==> src/rtl/sid_regfile.sv <==
// SID bus-side register file: per-voice waveform/envelope regs, filter regs, POT/OSC3/ENV3 readback and the decaying bus latch.
// Optional: define SID_BUS_DECAY_EN to let the bus latch decay after a model-dependent lifetime.
package sid;
  typedef enum logic {MOS6581 = 1'b0, MOS8580 = 1'b1} model_e;

  typedef logic [3:0] phase_t;
  localparam int unsigned PHI1_PHI2 = 0;
  localparam int unsigned PHI2_PHI1 = 1;
  localparam int unsigned PHI2      = 2;
  localparam int unsigned PHI1      = 3;

  typedef struct packed {
    logic [7:0] freq_lo;
    logic [7:0] freq_hi;
    logic [7:0] pw_lo;
    logic [7:0] pw_hi;
    logic       noise;
    logic       pulse;
    logic       sawtooth;
    logic       triangle;
    logic       test;
    logic       ring_mod;
    logic       sync;
  } waveform_reg_t;
endpackage

module sid_voice_regs (
  input  logic               clk,
  input  logic               res_n,
  input  logic               wr,
  input  logic [2:0]         off,
  input  logic [7:0]         data,
  output sid::waveform_reg_t voice,
  output logic [16:0]        env
);
  logic [7:0] freq_lo, freq_hi, pw_lo, ctrl, ad, sr;
  logic [3:0] pw_hi;

  always_ff @(posedge clk or negedge res_n) begin
    if (!res_n) begin
      freq_lo <= '0;
      freq_hi <= '0;
      pw_lo   <= '0;
      pw_hi   <= '0;
      ctrl    <= '0;
      ad      <= '0;
      sr      <= '0;
    end else if (wr) begin
      case (off)
        3'd0:    freq_lo <= data;
        3'd1:    freq_hi <= data;
        3'd2:    pw_lo   <= data;
        3'd3:    pw_hi   <= data[3:0];
        3'd4:    ctrl    <= data;
        3'd5:    ad      <= data;
        3'd6:    sr      <= data;
        default: ;
      endcase
    end
  end

  assign voice.freq_lo  = freq_lo;
  assign voice.freq_hi  = freq_hi;
  assign voice.pw_lo    = pw_lo;
  assign voice.pw_hi    = {4'h0, pw_hi};
  assign voice.noise    = ctrl[7];
  assign voice.pulse    = ctrl[6];
  assign voice.sawtooth = ctrl[5];
  assign voice.triangle = ctrl[4];
  assign voice.test     = ctrl[3];
  assign voice.ring_mod = ctrl[2];
  assign voice.sync     = ctrl[1];
  assign env            = {ctrl[0], ad, sr};
endmodule

module sid_regfile #(
  parameter logic [9:0] BUS_TTL_6581 = 10'd7,
  parameter logic [9:0] BUS_TTL_8580 = 10'd664
) (
  input  logic               clk,
  input  logic               res_n,
  input  logic               tick_ms,
  input  sid::model_e        model,
  input  sid::phase_t        phase,
  input  logic               cs,
  input  logic               we,
  input  logic [4:0]         addr,
  input  logic [7:0]         data_i,
  output logic [7:0]         data_o,
  input  logic [7:0]         pot_x_i,
  input  logic [7:0]         pot_y_i,
  input  logic [7:0]         osc3_i,
  input  logic [7:0]         env3_i,
  output sid::waveform_reg_t voice_o [0:2],
  output logic [16:0]        env_o   [0:2],
  output logic [31:0]        filter_o
);
  localparam int NUM_VOICES = 3;

  logic access, wr, rd, rd_io, expire;
  logic [7:0] bus_latch, rd_val;
  logic [2:0] fc_lo;
  logic [7:0] fc_hi, res_filt, mode_vol;
  logic unused_phase;

  assign access       = cs & phase[sid::PHI2_PHI1];
  assign wr           = access & we;
  assign rd           = access & ~we;
  assign unused_phase = ^phase;

  // Voice n owns addresses 7n..7n+6; the wrapped difference keeps the range test one-sided.
  for (genvar v = 0; v < NUM_VOICES; v++) begin : g_voice
    localparam logic [4:0] BASE = 5'(7 * v);
    logic [4:0] rel;
    assign rel = addr - BASE;
    sid_voice_regs u_voice (
      .clk   (clk),
      .res_n (res_n),
      .wr    (wr && (rel < 5'd7)),
      .off   (rel[2:0]),
      .data  (data_i),
      .voice (voice_o[v]),
      .env   (env_o[v])
    );
  end

  always_ff @(posedge clk or negedge res_n) begin
    if (!res_n) begin
      fc_lo    <= '0;
      fc_hi    <= '0;
      res_filt <= '0;
      mode_vol <= '0;
    end else if (wr) begin
      case (addr)
        5'h15:   fc_lo    <= data_i[2:0];
        5'h16:   fc_hi    <= data_i;
        5'h17:   res_filt <= data_i;
        5'h18:   mode_vol <= data_i;
        default: ;
      endcase
    end
  end

  assign filter_o = {mode_vol, res_filt, fc_hi, 5'b0, fc_lo};

  always_comb begin
    rd_val = bus_latch;
    rd_io  = 1'b1;
    case (addr)
      5'h19:   rd_val = pot_x_i;
      5'h1A:   rd_val = pot_y_i;
      5'h1B:   rd_val = osc3_i;
      5'h1C:   rd_val = env3_i;
      default: rd_io  = 1'b0;
    endcase
  end

`ifdef SID_BUS_DECAY_EN
  logic [9:0] age, age_nxt, ttl;

  // Expiry compares against the post-edge age so the latch clears on the same edge the lifetime is reached.
  always_comb begin
    ttl     = (model == sid::MOS8580) ? BUS_TTL_8580 : BUS_TTL_6581;
    age_nxt = age;
    if (access)
      age_nxt = '0;
    else if (tick_ms && age != 10'h3FF)
      age_nxt = age + 10'd1;
    expire = !access && (age_nxt >= ttl);
  end

  always_ff @(posedge clk or negedge res_n) begin
    if (!res_n) age <= '0;
    else        age <= age_nxt;
  end
`else
  logic unused_decay;
  assign unused_decay = ^{tick_ms, model, BUS_TTL_6581, BUS_TTL_8580};
  assign expire       = 1'b0;
`endif

  always_ff @(posedge clk or negedge res_n) begin
    if (!res_n) begin
      bus_latch <= '0;
      data_o    <= '0;
    end else begin
      if (rd) data_o <= rd_val;
      if (wr)
        bus_latch <= data_i;
      else if (rd && rd_io)
        bus_latch <= rd_val;
      else if (expire)
        bus_latch <= '0;
    end
  end
endmodule

==> config.mk <==
export PLATFORM = sky130hd
export DESIGN_NAME = sid_regfile
export DESIGN_NICKNAME = d
export VERILOG_FILES = /design/src/rtl/sid_regfile.sv
export SDC_FILE = /design/constraint.sdc
export NUM_CORES = 1
export LEC_CHECK = 0
export ABC_AREA = 0
export CORE_MARGIN = 3
export CORE_UTILIZATION = 42
export DETAILED_ROUTE_END_ITERATION = 8
export PLACE_DENSITY = 0.82
export SETUP_SLACK_MARGIN = 0.3
export SYNTH_ARGS = -nofsm -noshare
export SYNTH_HDL_FRONTEND = slang
export SYNTH_HIERARCHICAL = 1
export SYNTH_SLANG_ARGS = --single-unit
==> constraint.sdc <==
create_clock -name clk -period 0.8 [get_ports clk]
set_input_delay 0.16 -clock clk [delete_from_list [all_inputs] [get_ports clk]]
set_output_delay 0.16 -clock clk [all_outputs]
set_load 0.03 [all_outputs]
======== After elaboration in Yosys (flattened, before gate mapping) ========
Index checks and enable logic that the tools add are counted.
word-level totals
  flip-flop bits (word level) ............. 199
  input port bits ......................... 55
  output and inout bits ................... 208
  word-level logic and storage cells ...... 100
operators by class
  add/subtract/negate cells ............... 2
  magnitude comparators ................... 3
  equal/unequal tests ..................... 26
  muxes and demuxes ....................... 4
  bitwise gates (word level) .............. 4
  reduce and logical (&&, ||, !) cells .... 34
operator list
  operator               count
  $reduce_and A2 Y1      25
  $eq A5 B5 Y1 const B   8
  $pmux W8 S4            1
  $eq A3 B3 Y1 const B   9
  $eq A3 B2 Y1 const B   6
  $mux W8                2
  $lt A5 B3 Y1 const B   3
  $eq A3 B1 Y1 const B   3
  $logic_not A3 Y1       3
  $sub A5 B3 Y5 const B  1
  $sub A5 B4 Y5 const B  1
  $logic_and A1 B1 Y1    4
  $reduce_or A4 Y1       1
  $and A1 B1 Y1          3
  $reduce_bool A2 Y1     1
  $mux W1                1
  $not A1 Y1             1

======== Logic depth before layout (Yosys ltp) ========
Gate-level depths: netlist of run 1.
  word-level depth ........................ 6
  depth in mapped cells ................... 8
  gate-level depth less buffers ........... 7

======== Cells and area by module ========
The synthesis of run 1 kept the hierarchy.
by module, submodules not included
  module          times used  cells each  area each (µm²)  sequential area each (µm²)
  sid_voice_regs  3           120         2040.7           1301.2
  sid_regfile     1           187         2225.9           1076.0

======== Least setup slack after synthesis of run 1 ========
Ideal clock, no wire load.
  path kind ............................... input port to flip-flop
  from .................................... input port cs
  to ...................................... register g_voice[2].u_voice.freq_lo[0]
  library setup time ...................... 0.125 ns
  arrival ................................. 2.504 ns
  data required time ...................... 0.675 ns
  setup slack ............................. -1.829 ns
  cell stages on the path ................. 5
  buffers on the path ..................... 0
  cells stage by stage .................... and2_1 -> nand2_1 -> a2111oi_0 -> nor4b_4 -> mux2_2
on the way
  longest elaborated chain between the ends .. 4
ends and longest elaborated chain
  element                             RTL line  text
  start: declaration                  85        input logic cs,
  $and A1 B1 Y1                       106       assign access = cs & phase[sid::PHI2_PHI1];
  $and A1 B1 Y1                       107       assign wr = access & we;
  $logic_and A1 B1 Y1                 119       .wr (wr && (rel < 5'd7)),
  $reduce_and A2 Y1 (no source line)  n/a
  end signal: assignment              50        3'd0: freq_lo <= data;
  end: declaration                    36        logic [7:0] freq_lo, freq_hi, pw_lo, ctrl, ad, sr;
Every way passes these cells.
A chain may end at the register's enable or synchronous reset.

======== Final worst setup path of run 1 ========
  from .................................... input port addr[1]
  to ...................................... register g_voice[1].u_voice.freq_hi[2]
on the way
  longest elaborated chain between the ends .. 4
  elaborated cells on any way between the ends .. 5
  classes of those cells .................. 1 x add/sub; 1 x order compare; 1 x eq/ne; 2 x reduce/logical
ends and longest elaborated chain
  element                               RTL line  text
  start: declaration                    87        input logic [4:0] addr,
  $sub A5 B3 Y5 *                       115       assign rel = addr - BASE;
  via g_voice[1].rel[1]                 114       logic [4:0] rel;
  $lt A5 B3 Y1                          119
  $logic_and A1 B1 Y1                   119
  $reduce_and A2 Y1 (no source line) *  n/a
  end signal: assignment                51        3'd1: freq_hi <= data;
  end: declaration                      36
Mark *: on every way through the listed nets, which the timed path passes. The rest lies on a longest branch.

==> impl_metrics.toml, run 1 <==
[status]
status = "finished, violations left"
violations = "hold timing, setup timing"

[synthesis]
yosys-mux-area-fraction_pct = 24.69
synth-main-ff-cell = "dfrtp_1"
ys_ff_latch = 199
netlist_area_sq_um = 8348
avgSynthCellArea_sq_um = 15.26
synth_edf_count = 0
yosysSeqAreaShare_pct = 59.65
yosysWarningCount = 6
synth_top_family_by_area = "multiplexers"
synth_cell_types = 46
async_flop_share_pct = 100.0
synthTopCellsByArea = "dfrtp_1, mux2_2, buf_4, and4bb_2, nand4b_2"
netlist_instances = 547
yosys.area_share.simple_pct = 6.655
synth_compound_area_share_pct = 4.302
synth_top_cell_by_area = "dfrtp_1"
synth_xor_area_share_pct = 0.4197
synth_fa_ha_area_share_pct = 0.8993
synth.top_cell.area_share_pct = 59.65

[place]
io_buffers = 240
dpl_cell_area_sq_um = 11590
dp.final_hpwl_um = 16910
gp_congestion = 0.7576

[sta]
period_share_pct = 193.1
fmax_ghz = 0.6472
rsz0062_at_grt = "yes"
finalCriticalPeriod_ps = 1545
hold_slack_ps = -357.4
finalSetupViolCount = 390
hold_viol = 199
fin_worst_skew_ps = 0.8868
maxSlewViolCount = 0
setup_ws_ps = -745.0

[die]
die_area_sq_um = 21600
die_h_um = 147.0
coreArea_sq_um = 19140
ios = 263
dieWidth_um = 147.0
row_count = 50
start_util_pct = 43.61

[layout]
fin_area_sq_um = 14360
final_cell_mix = "buf_6, buf_4, dfrtp_2"
final_common_cell = "buf_6"
final_nets = 1032
drive_above_1_share_pct = 80.08
n_fill_cell = 1126
antenna_cells = 0
area_growth_pct = 72.02

[detailed_routing]
drt_iter0_drc = 287
routed_via_density = 5.187
via_count = 6453
totalWireLength_um = 27500
ant_nets = 0
remaining_drc_errors = 0
wl_per_cell_um = 22.11
dr.pass1.iters = 5

[clock_tree]
htree_levels = 4
clk_latency_ps = 420
clock-sinks = 199
clkSlewWorstSetupHoldPaths_ps = 80
ctsRootBufferMaster = "clkbuf_16"
cts_tree = "built"
cts-buffers-inserted = 17
cts_buffer_depth = 2

[critical_path]
worst_setup_path_end_kind = "flop"
crit_required_ps = 1110
worstPathArrival_ps = 1860
rrSetupSlack_ps = -280
ff2ff_path_depth = 3
start_kind = "input pin"
rr_startpoint = "g_voice[1].u_voice/freq_hi[2]"
reg2reg_to = "g_voice[1].u_voice/freq_hi[2]"
crit_fanout = 7
worst-setup-path-type = "in2reg"

[power]
ir_worst_vdd_uv = 1582
power.density_nw_per_um2 = 1985
p_leak_nw = 7.020

[global_route]
track_usage_pct = 24.65
grt_pass1_vias = 7062
grt_overflow_total = 0
antenna_found_initial = 0
grt_max_degree = 28
grt_pass1_wl_um = 41720

[worst_hold_path]
min-delay-path-class = "in2async"

[flow_run]
max-cap-violations = 0
final cells by class:
cell class	count	area, sq um	area share (%)
Clock buffer	19	432.9	3.015
Clock inverter	13	138.9	0.9672
Inverter	3	18.77	0.1307
Multi-Input combinational cell	319	3914	27.25
Sequential cell	199	5139	35.78
Tap cell	260	325.3	2.265
Timing Repair Buffer	431	4392	30.58
registers in the layout, summed over array words and instances (netlist names), 8 cells and up:
name / cells
res_filt: 8
mode_vol: 8
g_voice.u_voice/freq_hi: 24
g_voice.u_voice/pw_hi: 12
g_voice.u_voice/sr: 24
g_voice.u_voice/ctrl: 24
fc_hi: 8
g_voice.u_voice/pw_lo: 24
g_voice.u_voice/freq_lo: 24
g_voice.u_voice/ad: 24
bus_latch: 8
data_o: 8
routing by layer:
layer	wire (um)	track usage (%)
met1	10800	30.22
met2	14430	43.37
met5	0	0
met3	1661	6.138
met4	602	7.036
cells in the mapped netlist, types with 2 or more instances:
library cell / number
o21ai_0: 4
nor2_1: 4
o21a_1: 2
a211o_1: 6
a222oi_1: 8
o22ai_1: 2
nand4b_1: 6
conb_1: 4
xor2_1: 4
ha_1: 6
nor3_1: 3
inv_1: 3
clkbuf_2: 4
and3_1: 7
nor4b_4: 3
a211oi_1: 9
buf_6: 3
and4b_1: 2
a221o_2: 3
clkbuf_1: 2
buf_4: 19
and4bb_2: 9
mux2_2: 183
buf_2: 9
dfrtp_1: 199
a221o_1: 3
nand4b_2: 6
buf_1: 2
nand2_1: 15
cell families after synthesis:
| kind of cell | after synthesis |
|---|---|
| flip-flops | 199 |
| multiplexers | 183 |
| AND/OR/NAND/NOR | 66 |
| AO/OA/AOI/OAI | 43 |
| buffers and inverters | 42 |
| adder cells (fa/ha/maj) | 6 |
| other | 4 |
| XOR/XNOR | 4 |
critical path: stages:
cell	delay [ps]
buf_12	100
clkinvlp_4	130
ha_4	290
nand2_2	40
o211ai_1	190
a211oi_2	90
buf_4	160
and4bb_2	250
buf_12	150
mux2_4	300
report_power, final:
part | switching (mW) | leakage (nW) | internal (mW)
Combinational | 3.89 | 4.24 | 4.05
Sequential | 0.816 | 2.50 | 11.2
Clock | 4.15 | 0.271 | 4.42
Total | 8.86 | 7.02 | 19.6
stage by stage:
stage	setup WS (ps)	util [%]	setup TNS, ps	total power [mW]	instances
floorplan	-1327	-	-194470	15.18	560
detailed placement	-1896	60.57	-331640	18.08	1107
global route	-801.2	75.01	-195890	29.57	1244
global placement	-1811	60.57	-321820	17.93	1107
CTS	-781.5	72.85	-181430	28.07	1206
finish	-745.0	75.01	-179040	28.50	1244
timing repair:
item                                    CTS  global route
hold endpoints to repair                199           199
endpoints found under the setup margin  390           390
pin swaps                                18            23
setup buffers                            67            38
resized for setup                       371            32
worst max path at each step:
stage | startpoint | endpoint
3_3_place_gp | addr[1] | g_voice[1].u_voice/freq_lo[3]
6_report | addr[1] | g_voice[1].u_voice/freq_hi[2]
3_5_place_dp | addr[1] | g_voice[1].u_voice/freq_lo[5]
5_1_grt | addr[1] | g_voice[1].u_voice/freq_hi[6]
2_1_floorplan | addr[0] | g_voice[1].u_voice/freq_lo[0]
4_1_cts | addr[1] | g_voice[1].u_voice/freq_lo[5]
Power figures use the tool's default switching activity.
==> run 2: changes to the inputs <==
--- a/config.mk
+++ b/config.mk
@@ -7,10 +7,11 @@
 export LEC_CHECK = 0
 export ABC_AREA = 0
 export CORE_MARGIN = 3
-export CORE_UTILIZATION = 42
+export CORE_UTILIZATION = 50
 export DETAILED_ROUTE_END_ITERATION = 8
-export PLACE_DENSITY = 0.82
+export PLACE_DENSITY = 0.85
 export SETUP_SLACK_MARGIN = 0.3
+export SLEW_MARGIN = 10
 export SYNTH_ARGS = -nofsm -noshare
 export SYNTH_HDL_FRONTEND = slang
 export SYNTH_HIERARCHICAL = 1
==> constraint.sdc (replaced) <==
create_clock -name clk -period 1.8 [get_ports clk]
set_input_delay 0.36 -clock clk [delete_from_list [all_inputs] [get_ports clk]]
set_output_delay 0.36 -clock clk [all_outputs]
set_load 0.03 [all_outputs]
==> run 2 against run 1 <==
- highest routed layer unchanged
- cell count fell by 12%
- via count decreased by 6.2%
- clock-buffer cell count increased by 1
- global-route usage is 3.1 points higher
- sequential power is 57% lower
- flip-flop and latch count unchanged
- the run ends with setup timing left
- register-to-register slack gained 1200 ps
- non-clock buffer count fell by 109
==> impl_metrics.toml, run 2 (synthesis gave the netlist of run 1 again) <==
[worst_hold_path]
min-delay-path-class = "in2async"

[die]
coreArea_sq_um = 16120
ios = 263
start_util_pct = 51.80
row_count = 46
die_area_sq_um = 18280
die_h_um = 135.2
dieWidth_um = 135.2

[sta]
finalSetupViolCount = 20
fin_worst_skew_ps = 12.81
setup_ws_ps = -14.59
period_share_pct = 100.8
maxSlewViolCount = 0
fin_setup_tns_ps = -107.3
hold_viol = 0
finalCriticalPeriod_ps = 1815
fmax_ghz = 0.5511
rsz0062_at_grt = "yes"

[clock_tree]
clk_latency_ps = 440
cts_buffer_depth = 2
clkSlewWorstSetupHoldPaths_ps = 70
cts-buffers-inserted = 17
clock-sinks = 199
ctsRootBufferMaster = "clkbuf_16"
cts_tree = "built"
htree_levels = 4

[detailed_routing]
drt_iter0_drc = 276
remaining_drc_errors = 0
totalWireLength_um = 25940
routed_via_density = 5.547
via_count = 6052
dr.pass1.iters = 6
ant_nets = 0
wl_per_cell_um = 23.78

[critical_path]
crit_buf_inv = 4
start_kind = "input pin"
path_cells = "buf_12, clkinvlp_4, ha_4, nand2_2, o211ai_1, a211oi_2, buf_4, and4bb_2, buf_12, mux2_4"
worst-setup-path-type = "in2reg"
worstPathArrival_ps = 2130
crit_fanout = 8
cp_top_family = "buffers and inverters"
crit_required_ps = 2120
cp_common_cell = "buf_12"
rr_startpoint = "bus_latch[0]"
crit_path_top_delay_cell = "mux2_4"
worst_setup_path_end_kind = "flop"
startpoint = "addr[1]"
slowest_delay_ps = 310

[global_route]
grt_pass1_wl_um = 38500
track_usage_pct = 27.78
grt_overflow_total = 0
grt_max_degree = 54
antenna_found_initial = 1
grt_pass1_vias = 6575

[status]
violations = "setup timing"
status = "finished, violations left"

[place]
io_buffers = 240
gp_congestion = 0.8255
dp.final_hpwl_um = 16790

[layout]
final_util_pct = 75.19
final_common_cell = "dfrtp_1"
area_growth_pct = 45.16
drive_above_1_share_pct = 63.27
final_nets = 923
n_fill_cell = 1057
final_cell_mix = "dfrtp_1, mux2_4, clkbuf_2"

[power]
ir_worst_vdd_uv = 676.2
power.density_nw_per_um2 = 963.8
p_leak_nw = 6.382

[flow_run]
max-cap-violations = 0
## run 2: cell count changes in the layout (fill, tap and decap cells not counted), sizes merged, moves of 3 or more
cell           change
inv                -5
clkbuf           +111
clkinv             +3
buf              -229
clkdlybuf4s15      +9
## run 2: final cells by class
type	count	area, sq um	share of cell area (%)
tap	216	270.3	2.230
inverter	3	18.77	0.1549
clock inverter	11	121.4	1.002
timing repair buffer	322	2273	18.76
sequential	199	4980	41.09
antenna	1	2.502	0.02065
multi-input combinational	319	3995	32.97
clock buffer	20	456.7	3.769
## run 2: repair_timing
item,in CTS,in global routing
resized for setup,523,424
endpoints found under the hold margin,33,0
hold buffers,1,0
pin swaps,24,13
endpoints found under the setup margin,390,344
buffers inserted,11,3
## run 2: where the power goes
group          total (mW)  leakage, nW  switching [mW]  internal, mW
logic                2.70         3.40            1.65          1.05
registers            5.20         2.70           0.291          4.91
clock network        3.78        0.283            1.66          2.12
total                11.7         6.38            3.60          8.08
## run 2: per-layer routing
metal  GRT usage (%)  routed length, um
met3           9.993               2166
met5               0                  0
met4           7.671                365
met2           46.63              13220
met1           34.22              10190
## run 2: metrics by stage
step                std cells  hold slack [ps]  power [mW]  setup slack [ps]  instance area, sq um
CTS                      1087            407.3       11.75             23.51                 12630
floorplan                 560            64.41       6.670            -527.7                  8579
global placement         1044            298.3       8.002            -986.3                 11560
detailed placement       1044            306.5       8.087             -1076                 11560
global route             1091            411.7       12.06            -61.96                 12120
finish                   1091            402.2       11.68            -14.59                 12120
## run 2: final timing paths
path                                                  to  slack [ps]  depth (start not counted)
max                        g_voice[1].u_voice/freq_hi[0]         -10                         10
min reg2reg                                    data_o[5]         490                          1
max in group asynchronous    g_voice[2].u_voice/pw_lo[3]         770                          3
max reg2reg                                    data_o[0]         910                          2
min in group clk                               data_o[5]         490                          1
min                          g_voice[0].u_voice/pw_lo[0]         400                          2
==> run 3: changes to the inputs <==
--- a/config.mk
+++ b/config.mk
@@ -9,9 +9,10 @@
 export CORE_MARGIN = 3
 export CORE_UTILIZATION = 50
 export DETAILED_ROUTE_END_ITERATION = 8
+export MAX_ROUTING_LAYER = met4
 export PLACE_DENSITY = 0.85
 export SETUP_SLACK_MARGIN = 0.3
-export SLEW_MARGIN = 10
+export SLEW_MARGIN = 25
 export SYNTH_ARGS = -nofsm -noshare
 export SYNTH_HDL_FRONTEND = slang
 export SYNTH_HIERARCHICAL = 1
==> run 3 against run 2 <==
- the run still ends with setup timing left
- cell count up 0.82%
- routed wire length is 6.8% higher
- global-route usage is 3.1 points higher
- first-iteration DRC count increased by 40%
- fmax rose by 0.76%
- non-clock buffer count grew 8
- largest cell class unchanged
- largest power group unchanged
- highest routed layer unchanged
==> impl_metrics.toml, run 3 (synthesis gave the netlist of run 1 again) <==
[critical_path]
rrSetupSlack_ps = 890
startpoint = "addr[1]"
start_kind = "input pin"
crit_required_ps = 2110
worst-setup-path-type = "in2reg"
reg2reg_to = "data_o[4]"
ff2ff_path_depth = 2
worst_setup_path_end_kind = "flop"
crit_fanout = 7
worstPathArrival_ps = 2110
rr_startpoint = "bus_latch[4]"

[power]
power.density_nw_per_um2 = 959.5
power_mw = 11.95
ir_worst_vdd_uv = 669.9
p_leak_nw = 6.470

[detailed_routing]
dr.pass1.iters = 5
drt_iter0_drc = 387
remaining_drc_errors = 0
via_count = 6142
totalWireLength_um = 27710
ant_nets = 0
routed_via_density = 5.584
wl_per_cell_um = 25.19

[die]
ios = 263
dieWidth_um = 135.2
row_count = 46
die_h_um = 135.2
die_area_sq_um = 18280
start_util_pct = 51.80
coreArea_sq_um = 16120

[clock_tree]
cts_tree = "built"
cts_buffer_depth = 2
htree_levels = 4
cts-buffers-inserted = 17
ctsRootBufferMaster = "clkbuf_16"
clkSlewWorstSetupHoldPaths_ps = 80
clock-sinks = 199
clk_latency_ps = 430

[layout]
drive_above_1_share_pct = 63.99
area_growth_pct = 49.13
fin_area_sq_um = 12450
fin_cells = 1100
final_util_pct = 77.25
final_common_cell = "dfrtp_1"
final_cell_mix = "dfrtp_1, mux2_4, buf_2"
final_nets = 931

[global_route]
grt_max_degree = 52
grt_pass1_wl_um = 41350
grt_pass1_vias = 6867
track_usage_pct = 30.93
antenna_found_initial = 1
grt_overflow_total = 0

[sta]
finalCriticalPeriod_ps = 1801
period_share_pct = 100.1
fin_worst_skew_ps = 2.945
fmax_ghz = 0.5553
finalSetupViolCount = 1
rsz0062_at_grt = "yes"
hold_viol = 0
hold_slack_ps = 496.5
maxSlewViolCount = 0
setup_ws_ps = -0.9175

[place]
dpl_cell_area_sq_um = 11600
dp.cells = 1046
io_buffers = 240
gp_congestion = 0.8843
dp.final_hpwl_um = 16830

[status]
status = "finished, violations left"
violations = "setup timing"

[flow_run]
max-cap-violations = 0

[worst_hold_path]
min-delay-path-class = "in2async"
run 3: cell types whose count changed in the layout (fill, tap and decap cells not counted), sizes merged:
| cell | previous run | this run |
|---|---|---|
| inv | 4 | 6 |
| clkbuf | 131 | 77 |
| clkinv | 4 | 2 |
| buf | 161 | 200 |
| clkdlybuf4s15 | 9 | 32 |
| clkinvlp | 4 | 5 |
run 3: cell type report:
type,instances,area (sq um)
Clock inverter,12,138.9
Tap cell,216,270.3
Timing Repair Buffer,330,2527
Antenna cell,1,2.502
Multi-Input combinational cell,319,4045
Sequential cell,199,4980
Inverter,3,18.77
Clock buffer,20,466.7
Fill cell,972,3666
run 3: power by group:
part	internal, mW	leakage (nW)	switching [mW]
Combinational	1.12	3.48	1.68
Sequential	4.91	2.70	0.304
Clock	2.18	0.292	1.74
run 3: repair_timing:
action | in CTS | in global routing
endpoints found under the hold margin | 44 | 0
gates cloned | 1 | 0
buffers inserted | 12 | 7
pin swaps | 33 | 15
endpoints found under the setup margin | 390 | 325
gates resized for setup | 685 | 339
hold buffers | 1 | 0
run 3: through the flow:
stage          TNS (ps)  worst slack (ps)
3_5_place_dp    -164140             -1067
5_1_grt           -1532            -54.30
4_1_cts               0             11.28
3_3_place_gp    -150010            -986.5
2_1_floorplan    -45850            -527.7
6_report        -0.9175           -0.9175
run 3: how the worst max path moves through the flow:
| stage | slack, ps | endpoint | depth (start not counted) |
|---|---|---|---|
| 4_1_cts | 10 | g_voice[1].u_voice/freq_hi[7] | 10 |
| 6_report | -0.9 | g_voice[1].u_voice/ctrl[7] | 10 |
| 2_1_floorplan | -530 | g_voice[1].u_voice/freq_lo[0] | 7 |
| 3_5_place_dp | -1070 | g_voice[1].u_voice/freq_lo[4] | 10 |
| 3_3_place_gp | -990 | g_voice[1].u_voice/pw_lo[0] | 10 |
| 5_1_grt | -50 | bus_latch[2] | 11 |
run 3: per-layer routing:
layer  GRT usage (%)  share of wire (%)  vias to the layer above
met4           10.64                2.9                        0
met3           9.101                7.7                       54
li1                -                  -                     2628
met2           51.11                 51                      269
met1           36.46                 39                     3191
met5               -                  0                        -
run 3: worst max-delay path, cell delays in order:
cell and delay (ps):
buf_12 100, clkinvlp_4 140, ha_4 300, nand2_2 40
o211ai_1 200, a211oi_2 100, buf_4 170, and4bb_2 260
buf_12 150, mux2_4 300
